[config.mk]
export PLATFORM = sky130hd
export DESIGN_NAME = hysteresis_threshold_stream
export DESIGN_NICKNAME = d
export VERILOG_FILES = /design/src/rtl/hysteresis_threshold_stream.sv
export SDC_FILE = /design/constraint.sdc
export NUM_CORES = 1
export LEC_CHECK = 0
export CORE_MARGIN = 3
export CORE_UTILIZATION = 35
export CTS_CLUSTER_DIAMETER = 100
export DETAILED_ROUTE_END_ITERATION = 10
export PLACE_DENSITY_LB_ADDON = 0.1
export SYNTH_ARGS = -nofsm -noshare
export SYNTH_HDL_FRONTEND = slang
export SYNTH_SLANG_ARGS = --single-unit
[constraint.sdc]
create_clock -name clk_i -period 4.86 [get_ports clk_i]
set_input_delay 1.215 -clock clk_i [delete_from_list [all_inputs] [get_ports clk_i]]
set_output_delay 1.215 -clock clk_i [all_outputs]
set_load 0.03 [all_outputs]
[src/rtl/hysteresis_threshold_stream.sv]
// hysteresis_threshold_stream
// Streaming double-threshold / hysteresis stage for a Canny edge pipeline.
// Classifies a raster-order pixel stream as strong, weak or zero against
// thresholds latched at start. Mode 0 maps classes directly to output
// levels. Mode 1 promotes a weak pixel to strong when any of its 8
// neighbours is strong, in a single pass.
//
// Ports:
//   clk_i, reset_i          clock, synchronous active-high reset
//   start_i                 begin a frame (IDLE only); latches thresholds/mode
//   high_thr_i, low_thr_i   strong / weak thresholds
//   mode_i                  0 = plain threshold, 1 = hysteresis
//   in_data_i/valid/ready   input pixel stream
//   out_data_o/valid/ready  result pixel stream
//   busy_o                  frame in progress
//   done_o                  one-cycle pulse after the last output handshake
//
// State table:
//   S_IDLE   | waiting for start
//   S_STREAM | accepting the frame's pixels
//   S_FLUSH  | all inputs taken, draining the remaining outputs
//   S_DONE   | done pulse, back to idle next cycle
module hysteresis_threshold_stream #(
  parameter int DATA_W       = 8,
  parameter int HEIGHT       = 5,
  parameter int WIDTH        = 5,
  parameter int WEAK_PIXEL   = 75,
  parameter int STRONG_PIXEL = 255
) (
  input  logic              clk_i,
  input  logic              reset_i,
  input  logic              start_i,
  input  logic [DATA_W-1:0] high_thr_i,
  input  logic [DATA_W-1:0] low_thr_i,
  input  logic              mode_i,
  input  logic [DATA_W-1:0] in_data_i,
  input  logic              in_valid_i,
  output logic              in_ready_o,
  output logic [DATA_W-1:0] out_data_o,
  output logic              out_valid_o,
  input  logic              out_ready_i,
  output logic              busy_o,
  output logic              done_o
);

  localparam int N      = HEIGHT * WIDTH;
  localparam int CNT_W  = $clog2(N + 1);
  localparam int ROW_W  = $clog2(HEIGHT);
  localparam int COL_W  = $clog2(WIDTH);
  localparam int LAG    = WIDTH + 1;
  // Class history: two rows plus two pixels behind the newest push.
  localparam int HIST_D = 2 * WIDTH + 2;

  localparam logic [1:0] CLS_ZERO   = 2'd0;
  localparam logic [1:0] CLS_WEAK   = 2'd1;
  localparam logic [1:0] CLS_STRONG = 2'd2;

  localparam logic [DATA_W-1:0] WEAK_V   = DATA_W'(WEAK_PIXEL);
  localparam logic [DATA_W-1:0] STRONG_V = DATA_W'(STRONG_PIXEL);

  typedef enum logic [1:0] {S_IDLE, S_STREAM, S_FLUSH, S_DONE} state_t;

  state_t                     state_q, state_d;
  logic [DATA_W-1:0]          high_q, high_d;
  logic [DATA_W-1:0]          low_q, low_d;
  logic                       mode_q, mode_d;
  logic [CNT_W-1:0]           in_cnt_q, in_cnt_d;
  logic [CNT_W-1:0]           out_cnt_q, out_cnt_d;
  logic [CNT_W-1:0]           gen_cnt_q, gen_cnt_d;
  logic [ROW_W-1:0]           gen_row_q, gen_row_d;
  logic [COL_W-1:0]           gen_col_q, gen_col_d;
  logic [HIST_D-1:0][1:0]     hist_q, hist_d;
  logic [DATA_W-1:0]          out_data_q, out_data_d;
  logic                       out_valid_q, out_valid_d;
  logic                       busy_q, busy_d;
  logic                       done_q, done_d;

  function automatic logic [1:0] classify(input logic [DATA_W-1:0] px,
                                          input logic [DATA_W-1:0] hi,
                                          input logic [DATA_W-1:0] lo);
    // With lo > hi nothing can satisfy lo <= px < hi, so the weak band is empty.
    if (px >= hi)      return CLS_STRONG;
    else if (px >= lo) return CLS_WEAK;
    else               return CLS_ZERO;
  endfunction

  logic       slot_free;
  logic       in_ready;
  logic       in_fire;
  logic       out_fire;
  logic       flush_push;
  logic       push;
  logic [1:0] push_cls;
  logic       gen;
  logic       top_ok, bot_ok, left_ok, right_ok;
  logic       strong_nb;
  logic [1:0] ctr_cls;
  logic [DATA_W-1:0] gen_pixel;

  assign slot_free  = !out_valid_q || out_ready_i;
  assign in_ready   = (state_q == S_STREAM) && (in_cnt_q != CNT_W'(N)) && slot_free;
  assign in_fire    = in_valid_i && in_ready;
  assign out_fire   = out_valid_q && out_ready_i;
  // After the last real pixel, zero classes are pushed to release the
  // trailing WIDTH+1 hysteresis results.
  assign flush_push = (state_q == S_FLUSH) && mode_q && (gen_cnt_q != CNT_W'(N)) && slot_free;
  assign push       = in_fire || flush_push;
  assign push_cls   = in_fire ? classify(in_data_i, high_q, low_q) : CLS_ZERO;
  assign gen        = mode_q ? (flush_push || (in_fire && (in_cnt_q >= CNT_W'(LAG)))) : in_fire;

  // The result being generated sits WIDTH+1 pushes behind the newest one.
  // Neighbour offsets (newest = push_cls): br 0, b 1, bl 2, r W, c W+1,
  // l W+2, tr 2W, t 2W+1, tl 2W+2; hist_q[i] holds offset i+1.
  assign top_ok   = (gen_row_q != '0);
  assign bot_ok   = (gen_row_q != ROW_W'(HEIGHT - 1));
  assign left_ok  = (gen_col_q != '0);
  assign right_ok = (gen_col_q != COL_W'(WIDTH - 1));
  assign ctr_cls  = hist_q[WIDTH];

  assign strong_nb =
      (top_ok && left_ok  && (hist_q[2*WIDTH+1] == CLS_STRONG)) ||
      (top_ok             && (hist_q[2*WIDTH]   == CLS_STRONG)) ||
      (top_ok && right_ok && (hist_q[2*WIDTH-1] == CLS_STRONG)) ||
      (left_ok            && (hist_q[WIDTH+1]   == CLS_STRONG)) ||
      (right_ok           && (hist_q[WIDTH-1]   == CLS_STRONG)) ||
      (bot_ok && left_ok  && (hist_q[1]         == CLS_STRONG)) ||
      (bot_ok             && (hist_q[0]         == CLS_STRONG)) ||
      (bot_ok && right_ok && (push_cls          == CLS_STRONG));

  always_comb begin
    gen_pixel = '0;
    if (mode_q) begin
      if (ctr_cls == CLS_STRONG)                   gen_pixel = STRONG_V;
      else if (ctr_cls == CLS_WEAK && strong_nb)   gen_pixel = STRONG_V;
    end else begin
      if (push_cls == CLS_STRONG)                  gen_pixel = STRONG_V;
      else if (push_cls == CLS_WEAK)               gen_pixel = WEAK_V;
    end
  end

  always_comb begin
    state_d     = state_q;
    high_d      = high_q;
    low_d       = low_q;
    mode_d      = mode_q;
    in_cnt_d    = in_cnt_q;
    out_cnt_d   = out_cnt_q;
    gen_cnt_d   = gen_cnt_q;
    gen_row_d   = gen_row_q;
    gen_col_d   = gen_col_q;
    hist_d      = hist_q;
    out_data_d  = out_data_q;
    out_valid_d = out_valid_q;
    busy_d      = busy_q;
    done_d      = 1'b0;

    if (in_fire)  in_cnt_d  = in_cnt_q + CNT_W'(1);
    if (out_fire) out_cnt_d = out_cnt_q + CNT_W'(1);
    if (push)     hist_d    = {hist_q[HIST_D-2:0], push_cls};

    if (gen) begin
      out_valid_d = 1'b1;
      out_data_d  = gen_pixel;
      gen_cnt_d   = gen_cnt_q + CNT_W'(1);
      if (gen_col_q == COL_W'(WIDTH - 1)) begin
        gen_col_d = '0;
        gen_row_d = (gen_row_q == ROW_W'(HEIGHT - 1)) ? '0 : gen_row_q + ROW_W'(1);
      end else begin
        gen_col_d = gen_col_q + COL_W'(1);
      end
    end else if (out_fire) begin
      out_valid_d = 1'b0;
    end

    case (state_q)
      S_IDLE: begin
        if (start_i) begin
          state_d   = S_STREAM;
          high_d    = high_thr_i;
          low_d     = low_thr_i;
          mode_d    = mode_i;
          busy_d    = 1'b1;
          in_cnt_d  = '0;
          out_cnt_d = '0;
          gen_cnt_d = '0;
          gen_row_d = '0;
          gen_col_d = '0;
          hist_d    = '0;
        end
      end
      S_STREAM: begin
        if (in_fire && (in_cnt_q == CNT_W'(N - 1))) state_d = S_FLUSH;
      end
      S_FLUSH: begin
        if (out_fire && (out_cnt_q == CNT_W'(N - 1))) begin
          state_d = S_DONE;
          done_d  = 1'b1;
          busy_d  = 1'b0;
        end
      end
      S_DONE:  state_d = S_IDLE;
      default: state_d = S_IDLE;
    endcase
  end

  always_ff @(posedge clk_i) begin
    if (reset_i) begin
      state_q     <= S_IDLE;
      high_q      <= '0;
      low_q       <= '0;
      mode_q      <= 1'b0;
      in_cnt_q    <= '0;
      out_cnt_q   <= '0;
      gen_cnt_q   <= '0;
      gen_row_q   <= '0;
      gen_col_q   <= '0;
      hist_q      <= '0;
      out_data_q  <= '0;
      out_valid_q <= 1'b0;
      busy_q      <= 1'b0;
      done_q      <= 1'b0;
    end else begin
      state_q     <= state_d;
      high_q      <= high_d;
      low_q       <= low_d;
      mode_q      <= mode_d;
      in_cnt_q    <= in_cnt_d;
      out_cnt_q   <= out_cnt_d;
      gen_cnt_q   <= gen_cnt_d;
      gen_row_q   <= gen_row_d;
      gen_col_q   <= gen_col_d;
      hist_q      <= hist_d;
      out_data_q  <= out_data_d;
      out_valid_q <= out_valid_d;
      busy_q      <= busy_d;
      done_q      <= done_d;
    end
  end

  assign in_ready_o  = in_ready;
  assign out_data_o  = out_data_q;
  assign out_valid_o = out_valid_q;
  assign busy_o      = busy_q;
  assign done_o      = done_q;

endmodule

Word-level counts from Yosys, hierarchy flattened
Cells that the tools add are included.
{ "totals": {"word_cells": 142, "reg_bits": 75, "out_inout_bits": 12, "inputBits": 30} }
{ "classes": {"magnitude_cmp": 3, "n_reduce_logical": 43, "n_bitwise": 1, "n_eq_ne": 25, "mux": 40, "addsub": 5} }
{ "op_table": {"columns": ["cell", "count"], "rows": [
  ["2-to-1 mux 24 bit", 3],
  ["2-to-1 mux 5 bit", 9],
  ["2-to-1 mux 8 bit", 4],
  ["2-to-1 mux 3 bit", 9],
  ["logical AND 1 bit", 23],
  ["equality test 2 bit (second input constant)", 11],
  ["greater-or-equal comparator 8 bit", 2],
  ["adder 5 x 1 -> 5 bit (second input constant)", 3],
  ["equality test 5 bit (second input constant)", 2],
  ["logical OR 1 bit", 10],
  ["2-to-1 mux 2 bit", 5],
  ["!= test 5 bit (second input constant)", 2],
  ["one-hot mux 2 bit (4 select lines)", 1],
  ["2-to-1 mux 1 bit", 7],
  ["2-to-1 mux 7 bit", 1],
  ["adder 3 x 1 -> 3 bit (second input constant)", 2],
  ["equality test 2 x 1 -> 1 bit (second input constant)", 3],
  ["equality test 3 bit (second input constant)", 2],
  ["!= test 3 bit (second input constant)", 2],
  ["AND reduction 3 bit", 2],
  ["nonzero test 3 bit", 2],
  ["greater-or-equal comparator 5 x 3 -> 1 bit (second input constant)", 1],
  ["!= test 2 x 1 -> 1 bit (second input constant)", 2],
  ["nonzero test 2 bit", 2],
  ["7 further kinds", 7]
]} }

Logic depth before layout (Yosys ltp)
Gate-level depths: netlist of run 1.
{ "logic_depth": {"word_depth": 14, "mapped_depth": 11, "depth_no_buf": 11} }

Worst setup path after synthesis of run 1
No wires, ideal clock.
{ "synth_timing": {"path_type": "input to register", "startpoint": "in in_data_i[2]", "endpoint": "reg out_data_q[5], in the netlist out_data_o[5]", "n_path_buf": 0, "t_required_ns": 4.731, "setup_ns": 0.129, "arrival_time_ns": 3.055, "stages": 10, "path_slack_ns": 1.675, "cell_sequence": "ha_1 > a211oi_1 > o21ai_0 > a41oi_1 > nand4_1 > ha_1 > a222oi_1 > nor2_1 > nor3_1 > o41ai_1"} }
{ "synth_via": {"elab_chain_len": 11, "elab_cells_between_ends": 13, "classes_between": "2 x order compare; 1 x eq/ne; 7 x mux; 3 x reduce/logical"} }
{ "synth_lines": {"columns": ["item", "line", "rtl"], "rows": [
  ["start, declared", "36", "input logic [DATA_W-1:0] in_data_i,"],
  ["greater-or-equal comparator 8 bit", "83", "else if (px >= lo) return CLS_WEAK;"],
  ["2-to-1 mux 1 bit", "83", null],
  ["2-to-1 mux 2 bit (*)", "82", "if (px >= hi) return CLS_STRONG;"],
  ["2-to-1 mux 2 bit (*)", "108", "assign push_cls = in_fire ? classify(in_data_i, high_q, low_q) : CLS_ZERO;"],
  ["equality test 2 bit (*)", "128, 136", null],
  ["logical AND 1 bit", "128", "(bot_ok && right_ok && (push_cls == CLS_STRONG));"],
  ["logical OR 1 bit", "127", "(bot_ok && (hist_q[0] == CLS_STRONG)) ||"],
  ["logical AND 1 bit", "134", "else if (ctr_cls == CLS_WEAK && strong_nb) gen_pixel = STRONG_V;"],
  ["2-to-1 mux 8 bit", "134", null],
  ["2-to-1 mux 8 bit", "133", "if (ctr_cls == CLS_STRONG) gen_pixel = STRONG_V;"],
  ["2-to-1 mux 8 bit (*)", "132", "if (mode_q) begin"],
  ["end signal, assigned", "233", "out_data_q <= out_data_d;"],
  ["end, declared", "73", "logic [DATA_W-1:0] out_data_q, out_data_d;"]
]} }
Every way passes the cells marked *; elsewhere a longest branch is shown, timed or not.
A chain may end at the register's enable or synchronous reset.

Final worst setup path of run 1
{ "layout_timing": {"startpoint": "in out_ready_i", "endpoint": "out in_ready_o"} }
{ "layout_via": {"elab_chain_len": 2} }
{ "layout_lines": {"columns": ["item", "line", "rtl"], "rows": [
  ["start, declared", "41", "input logic out_ready_i,"],
  ["logical OR 1 bit", "100", "assign slot_free = !out_valid_q || out_ready_i;"],
  ["logical AND 1 bit", "101", "assign in_ready = (state_q == S_STREAM) && (in_cnt_q != CNT_W'(N)) && slot_free;"],
  ["end, declared", "38", "output logic in_ready_o,"]
]} }
Every way passes these cells.

==> results of run 1 <==
[cell usage after synthesis, types with 2 or more instances]
master    instances  share of area (%)
a211oi_1          4               0.86
a21oi_1          34                4.9
and2_1            3               0.54
and4_2            2               0.57
buf_12            2                1.1
buf_2             2               0.29
buf_4             8                1.7
clkbuf_1         11                1.2
dfxtp_1          69                 40
ha_1             32                 11
inv_1            30                3.2
mux2i_1          23                6.6
nand2_1          49                5.3
nand2b_1          7                1.3
nand3_1           6               0.86
nand3b_1          4               0.86
nand4_1           7                1.3
nand4b_1          3               0.75
nor2_1           42                4.5
nor2b_1           9                1.6
nor3_1            2               0.29
o21ai_0          18                2.6
o41ai_1           2               0.50
or3_1             3               0.54
xnor2_1           4                1.0
xor2_1            5                1.3
[power groups by stage]
stage / Sequential, mW / Clock, mW / Combinational [mW]
floorplan: 0.663 / 0 / 0.369
global placement: 0.659 / 0 / 0.477
detailed placement: 0.660 / 0 / 0.485
CTS: 0.647 / 0.493 / 0.487
global route: 0.655 / 0.511 / 0.541
finish: 0.646 / 0.468 / 0.477
[area by class of cell]
cell class,count,area (µm²)
Clock buffer,10,138
Clock inverter,6,61.3
Fill cell,1002,5330
Inverter,30,113
Multi-Input combinational cell,278,1840
Sequential cell,69,1380
Tap cell,129,161
Timing Repair Buffer,44,433
[worst max path at each step]
stage / to
after floorplan: out_data_o[5]
after CTS: in_ready_o
final: in_ready_o
after global placement: in_ready_o
after detailed placement: in_ready_o
after global routing: in_ready_o
[routing by layer]
layer | global-route usage [%] | part of all wire (%) | vias up | wire (µm)
met2 | 21.9 | 46 | 42 | 3170
met3 | 4.10 | 4.2 | 6 | 289
met4 | 3.33 | 0.82 | 0 | 56
met1 | 16.7 | 49 | 1214 | 3340
met5 | 0 | 0 | - | 0
li1 | - | - | 1408 | -
[flip-flops by register name, indices dropped and copies added (netlist names), 2 cells and up]
| register | count |
|---|---|
| gen_row_q | 3 |
| high_q | 8 |
| gen_cnt_q | 5 |
| low_q | 8 |
| out_data_o | 2 |
| gen_col_q | 3 |
| out_cnt_q | 5 |
| state_q | 2 |
| in_cnt_q | 5 |
| ctr_cls | 2 |
| hist_q | 22 |
[metrics by stage]
stage | total power, mW | hold WS [ns] | util (%) | area [µm²]
floorplan | 1.03 | 0.436 | - | 3490
global placement | 1.14 | 0.446 | 41.5 | 3930
detailed placement | 1.14 | 0.448 | 41.5 | 3930
CTS | 1.63 | 0.459 | 43.6 | 4130
global route | 1.71 | 0.484 | 43.6 | 4130
finish | 1.59 | 0.455 | 43.6 | 4130
[cell families after synthesis]
family / Yosys count / synth area share (%)
adders and majority gates: 32 / 11.5
DFF: 69 / 39.6
xor gates and xnor gates: 9 / 2.26
AOI/OAI and AO/OA: 71 / 12.6
buffers and inverters: 54 / 7.71
and+or+nand+nor: 143 / 19.8
muxes: 23 / 6.60
[worst reg2reg max path: cells and delay by family, from the launching register on]
family	cells	cell delay [ns]
flops	1	0.33
fa+ha+maj	2	0.52
simple gates	3	0.55
compound gates	5	1.15
buf+inv	1	0.04
==> results.yml, run 1 <==
job:
  maxCapViolations: 0
pwr:
  leakagePower_nw: 1.64
  p_seq_share_pct: 40.6
  combPwrFrac_pct: 30.0
  power.density_nw_per_um2: 386
  p_sw_share_pct: 33.3
  p_int_mw: 1.06
  ir_worst_vdd_mv: 0.249
  clkPwrFrac_pct: 29.4
  p_sw_uw: 530
clocking:
  clock_sink_count: 69
  cts_tree: "done"
  clockRootBuffer: "clkbuf_8"
  cts_made_buffers: 9
  insertion_delay_ns: 0.34
  hold_buffers: 0
  clk_path_buf_depth: 2
  ctsResizeCount: 0
  htreeDepth: 3
  post_cts_buffers: 0
  cts.clk_slew.worst_paths_ns: 0.07
worst_setup_path:
  critPathLaunchType: "input pin"
  reg2reg_slack_ns: 2.14
  cp_max_fo: 9
  crit_chain: "clkdlybuf4s50_1 -> nand2b_1 -> and3_2 -> clkdlybuf4s50_1"
  timing.rr.start: "high_q[2]"
  crit_buf_inv: 2
  slowest_stage: "clkdlybuf4s50_1"
  critPathKind: "input pin to output pin"
  arrival_ns: 2.94
  required_ns: 3.64
  rr_worst_depth: 11
  cp-startpoint: "out_ready_i"
  r2r_end: "out_data_o[6]"
  path_depth: 4
  cpPeakStageDelay_ns: 0.66
  path_delay_family: "buffers and inverters"
  cp_common_cell: "clkdlybuf4s50_1"
  critPathCaptureType: "output pin"
routing:
  drtIter0Drc: 79
  wl_per_cell_um: 12.1
  route.final.wire_length_um: 6860
  ant_nets: 0
  dr.pass1.iters: 4
  num_vias: 2670
  drc: 0
  vias_per_cell: 4.72
synthesis:
  syn_inst: 401
  yosysUniqueCellTypes: 46
  synth.avg_cell_area_um2: 8.70
  ys_warn_count: 0
  ys_seq_area_share_pct: 39.6
  synth_edf_count: 0
  ys_seq_elements: 69
  synth_area_um2: 3490
  synthArstFlopShare_pct: 0
  syn-num-nets: 463
  ys.flop_type: "dfxtp_1"
timing:
  worstMarginPinSlew_ns: 0.943
  setup_tns_ns: 0
  max_freq_ghz: 0.241
  period_needed_ns: 4.15
  max_slew_margin_pct: 36.9
  setup_violations: 0
  fin_skew_ns: 0.0106
  post-route-period-util_pct: 85.5
  grt_setup_unrepaired: "no"
  fin_ws_ns: 0.706
  hold_violations: 0
  slew_violations: 0
layout:
  syn_to_final_growth_pct: 18.3
  final_cell_count_no_fill: 566
  diodes: 0
  final_common_cell: "dfxtp_1"
  fin_nets: 494
  drive_above_1_share_pct: 6.18
  final_cell_mix: "dfxtp_1, nand2_1, nor2_1"
worst_hold_path:
  min_from: "high_q[2]"
  hp-class: "flop to flop"
  hold_depth: 2
  holdPathEnd: "high_q[2]"
placed_design:
  placed_cells: 550
  port_buffers: 41
  gp_congestion: 0.759
  dp_hpwl_um: 4960
  dp_slack_ns: 0.687
die:
  row_count: 35
  fp.dieH_um: 106
  initial_core_util_pct: 36.9
  core_area_um2: 9460
  die-area_um2: 11200
  die_w_um: 106
  ios: 42
global_routing:
  grt-ovfl-total: 0
  track_usage_pct: 13.2
  antenna_found_initial: 0
  grt_max_degree: 45
  grt_pass1_vias: 2618
  grt_pass1_wl_um: 12100
run_status:
  status: "completed"
Note: power is estimated with default switching activity, not from simulation.
==> inputs of run 2 (changes only) <==
CORE_UTILIZATION = 60   (was 35)
==> run 2 against run 1 <==
  * Core utilization up 29 points
  * Die area down 40%
  * Clock-buffer cell count unchanged
  * Sequential share of layout area up 0.78 points
  * Fmax down 0.74%
==> results.yml, run 2 (synthesis results as in run 1) <==
run_status:
  status: "completed"
timing:
  slew_violations: 0
  period_needed_ns: 4.18
  setup_tns_ns: 0
  max_freq_ghz: 0.239
  post-route-period-util_pct: 86.1
  hold_violations: 0
  whs_ns: 0.458
  fin_skew_ns: 0.00929
  max_slew_margin_pct: 36.2
  setup_violations: 0
  worstMarginPinSlew_ns: 0.954
  grt_setup_unrepaired: "no"
clocking:
  htreeDepth: 3
  cts.clk_slew.worst_paths_ns: 0.08
  cts_made_buffers: 9
  hold_buffers: 0
  clockRootBuffer: "clkbuf_8"
  post_cts_buffers: 0
  ctsResizeCount: 0
  insertion_delay_ns: 0.34
  clock_sink_count: 69
  cts_tree: "done"
  clk_path_buf_depth: 2
placed_design:
  placed_cells: 493
  gp_congestion: 0.786
  port_buffers: 41
  dp_hpwl_um: 4930
routing:
  route.final.wire_length_um: 6640
  vias_per_cell: 5.41
  drtIter0Drc: 111
  num_vias: 2753
  wl_per_cell_um: 13.0
  drc: 0
  dr.pass1.iters: 4
  ant_nets: 0
die:
  die-area_um2: 6770
  core_area_um2: 5570
  row_count: 27
  fp.dieH_um: 82.3
  initial_core_util_pct: 62.6
  die_w_um: 82.3
  ios: 42
worst_setup_path:
  cp-startpoint: "out_ready_i"
  required_ns: 3.64
  crit_chain: "clkdlybuf4s50_1 -> nand2b_1 -> and3_2 -> clkdlybuf4s50_1"
  cp_max_fo: 9
  critPathKind: "input pin to output pin"
  critPathCaptureType: "output pin"
  timing.rr.start: "high_q[2]"
  arrival_ns: 2.97
  cp_common_cell: "clkdlybuf4s50_1"
  rr_worst_depth: 11
  cpPeakStageDelay_ns: 0.67
  critPathLaunchType: "input pin"
  slowest_stage: "clkdlybuf4s50_1"
  r2r_end: "out_data_o[5]"
  reg2reg_slack_ns: 2.26
worst_hold_path:
  hp-class: "flop to flop"
  hold_depth: 2
  min_from: "high_q[1]"
  holdPathEnd: "high_q[1]"
global_routing:
  grt_pass1_wl_um: 11200
  grt-ovfl-total: 0
  antenna_found_initial: 0
  grt_pass1_vias: 2608
  track_usage_pct: 21.6
  grt_max_degree: 29
layout:
  fill_cells: 461
  final_cell_count_no_fill: 509
  final_core_util_pct: 72.3
  largest_reg_flops: 22
  final_cell_mix: "dfxtp_1, nand2_1, nor2_1"
  final_common_cell: "dfxtp_1"
  fin_nets: 494
  register_area_um2: 1380
  reg_top3: "hist_q: 22 flops, high_q: 8 flops, low_q: 8 flops"
  diodes: 0
  top_register: "hist_q"
  syn_to_final_growth_pct: 15.6
  drive_above_1_share_pct: 6.18
  multiInputGateArea_um2: 1840
pwr:
  ir_worst_vdd_mv: 0.239
  finalPower_mw: 1.53
  power.density_nw_per_um2: 380
  leakagePower_nw: 1.62
job:
  maxCapViolations: 0
[run 2: cell count changes in the layout (fill, tap and decap cells not counted), sizes merged]
cell and delta:
bufinv -1, clkinv +1, clkinvlp +1, inv -1
[run 2: power breakdown]
group | internal (mW) | switching [mW] | leakage (nW) | total, mW
Combinational | 0.198 | 0.276 | 0.974 | 0.474
Sequential | 0.614 | 0.0337 | 0.559 | 0.647
Clock | 0.197 | 0.214 | 0.0880 | 0.411
[run 2: critical path: cells and delay by family]
family	cells	cell delay, ns
buffers and inverters	2	1.14
AND/OR/NAND/NOR	2	0.62
[run 2: stage by stage]
| step | setup slack (ns) | cell area (µm²) |
|---|---|---|
| 3_3_place_gp | 0.697 | 3860 |
| 2_1_floorplan | 1.68 | 3490 |
| 6_report | 0.675 | 4030 |
| 3_5_place_dp | 0.678 | 3860 |
| 4_1_cts | 0.673 | 4030 |
| 5_1_grt | 0.606 | 4030 |
[run 2: how the worst max path moves through the flow]
stage / endpoint / cells after the start / slack, ns
6_report: in_ready_o / 4 / 0.68
5_1_grt: in_ready_o / 4 / 0.61
4_1_cts: in_ready_o / 4 / 0.67
3_5_place_dp: in_ready_o / 4 / 0.68
3_3_place_gp: in_ready_o / 4 / 0.70
2_1_floorplan: out_data_o[5] / 10 / 1.68
[run 2: routing by layer]
metal / global-route usage, % / routed length (µm) / share of wire (%)
met4: 6.48 / 85 / 1.3
met5: 0 / 0 / 0
met1: 25.4 / 3080 / 46
met3: 5.97 / 203 / 3.1
met2: 38.0 / 3280 / 49
[run 2: cell type report]
type                    instances  area share (%)
repair buffers                 44            10.7
clock inverters                 6           0.962
inverters                      30            2.79
well taps                      72            2.23
clock buffers                  10            3.41
flip-flops and latches         69            34.3
multi-input cells             278            45.6
==> inputs of run 3 (changes only) <==
MAX_ROUTING_LAYER = met4   (was unset)
TNS_END_PERCENT = 5   (was unset)
==> run 3 against run 2 <==
  * Hold slack about the same
  * Combinational power about the same
  * Sequential share of layout area unchanged
  * Global-route usage increased by 0.63 points
  * First-iteration DRC count increased by 4.5%
  * Sequential power about the same
  * Via count increased by 0.87%
==> results.yml, run 3 (synthesis results as in run 1) <==
global_routing:
  grt-ovfl-total: 0
  global_route.usage.met3_pct: 5.97
  use_met1_pct: 25.4
  grt_max_degree: 29
  antenna_found_initial: 0
  track_usage_pct: 22.2
  grt_pass1_vias: 2611
  grt_pass1_wl_um: 11300
  grt.busiest_layer: "met2"
  use_met2_pct: 38.1
routing:
  wl_per_cell_um: 13.1
  route.final.wire_length_um: 6670
  vias_per_cell: 5.46
  dr.pass1.iters: 5
  num_vias: 2777
  ant_nets: 0
  drtIter0Drc: 116
  drc: 0
timing:
  slew_violations: 0
  period_needed_ns: 4.19
  setup_violations: 0
  post-route-period-util_pct: 86.2
  max_slew_margin_pct: 36.2
  grt_setup_unrepaired: "no"
  fin_skew_ns: 0.00861
  max_freq_ghz: 0.239
  hold_violations: 0
  whs_ns: 0.458
  fin_ws_ns: 0.668
  worstMarginPinSlew_ns: 0.954
  setup_tns_ns: 0
clocking:
  insertion_delay_ns: 0.34
  cts_tree: "done"
  htreeDepth: 3
  cts_made_buffers: 9
  post_cts_buffers: 0
  ctsResizeCount: 0
  clk_path_buf_depth: 2
  clock_sink_count: 69
  clockRootBuffer: "clkbuf_8"
  cts.clk_slew.worst_paths_ns: 0.08
  hold_buffers: 0
layout:
  syn_to_final_growth_pct: 15.6
  drive_above_1_share_pct: 6.18
  register_area_um2: 1380
  fill_cells: 461
  final_cell_count_no_fill: 509
  multiInputGateArea_um2: 1840
  final_cell_mix: "dfxtp_1, nand2_1, nor2_1"
  reg_top3: "hist_q: 22 flops, high_q: 8 flops, low_q: 8 flops"
  final_common_cell: "dfxtp_1"
  fin_nets: 494
  diodes: 0
  final_core_util_pct: 72.3
  stdcell_area_um2: 4030
  top_register: "hist_q"
  largest_reg_flops: 22
worst_setup_path:
  critPathCaptureType: "output pin"
  required_ns: 3.64
  critPathKind: "input pin to output pin"
  timing.rr.start: "high_q[2]"
  r2r_end: "out_data_o[5]"
  rr_worst_depth: 11
  arrival_ns: 2.98
  cp_max_fo: 9
  reg2reg_slack_ns: 2.26
  critPathLaunchType: "input pin"
die:
  fp.dieH_um: 82.3
  die_w_um: 82.3
  row_count: 27
  ios: 42
  core_area_um2: 5570
  initial_core_util_pct: 62.6
  die-area_um2: 6770
placed_design:
  gp_congestion: 0.797
  port_buffers: 41
  placed_cells: 493
  dp_slack_ns: 0.678
  placed_cell_area_um2: 3860
  dp_hpwl_um: 4930
worst_hold_path:
  holdPathEnd: "high_q[1]"
  min_from: "high_q[1]"
  hold_depth: 2
  hp-class: "flop to flop"
pwr:
  leakagePower_nw: 1.62
  ir_worst_vdd_mv: 0.238
  power.density_nw_per_um2: 380
  finalPower_mw: 1.53
run_status:
  status: "completed"
job:
  maxCapViolations: 0
==> run 3: power by group <==
group,switching [mW],internal (mW)
Sequential,0.0338,0.614
Clock,0.215,0.197
Combinational,0.276,0.198
Total,0.525,1.01
==> run 3: critical path: stages <==
cell and delay (ns):
clkdlybuf4s50_1 0.47, nand2b_1 0.36, and3_2 0.26, clkdlybuf4s50_1 0.67
==> run 3: final cells by class <==
type | instances | area share [%]
multi-input cells | 278 | 45.6
flip-flops and latches | 69 | 34.3
repair buffers | 44 | 10.7
clock buffers | 10 | 3.41
inverters | 30 | 2.79
well taps | 72 | 2.23
clock inverters | 6 | 0.962
==> run 3: layer usage <==
layer	routed length (µm)	share of wire [%]
met3	241	3.6
met2	3290	49
met4	85	1.3
met1	3040	46
met5	0	0
==> run 3: worst max path at each step <==
| stage | start | endpoint | slack (ns) | cells past startpoint |
|---|---|---|---|---|
| 6_report | out_ready_i | in_ready_o | 0.67 | 4 |
| 3_5_place_dp | out_ready_i | in_ready_o | 0.68 | 4 |
| 5_1_grt | out_ready_i | in_ready_o | 0.61 | 4 |
| 4_1_cts | out_ready_i | in_ready_o | 0.67 | 4 |
| 3_3_place_gp | out_ready_i | in_ready_o | 0.70 | 4 |
| 2_1_floorplan | in_data_i[2] | out_data_o[5] | 1.68 | 10 |
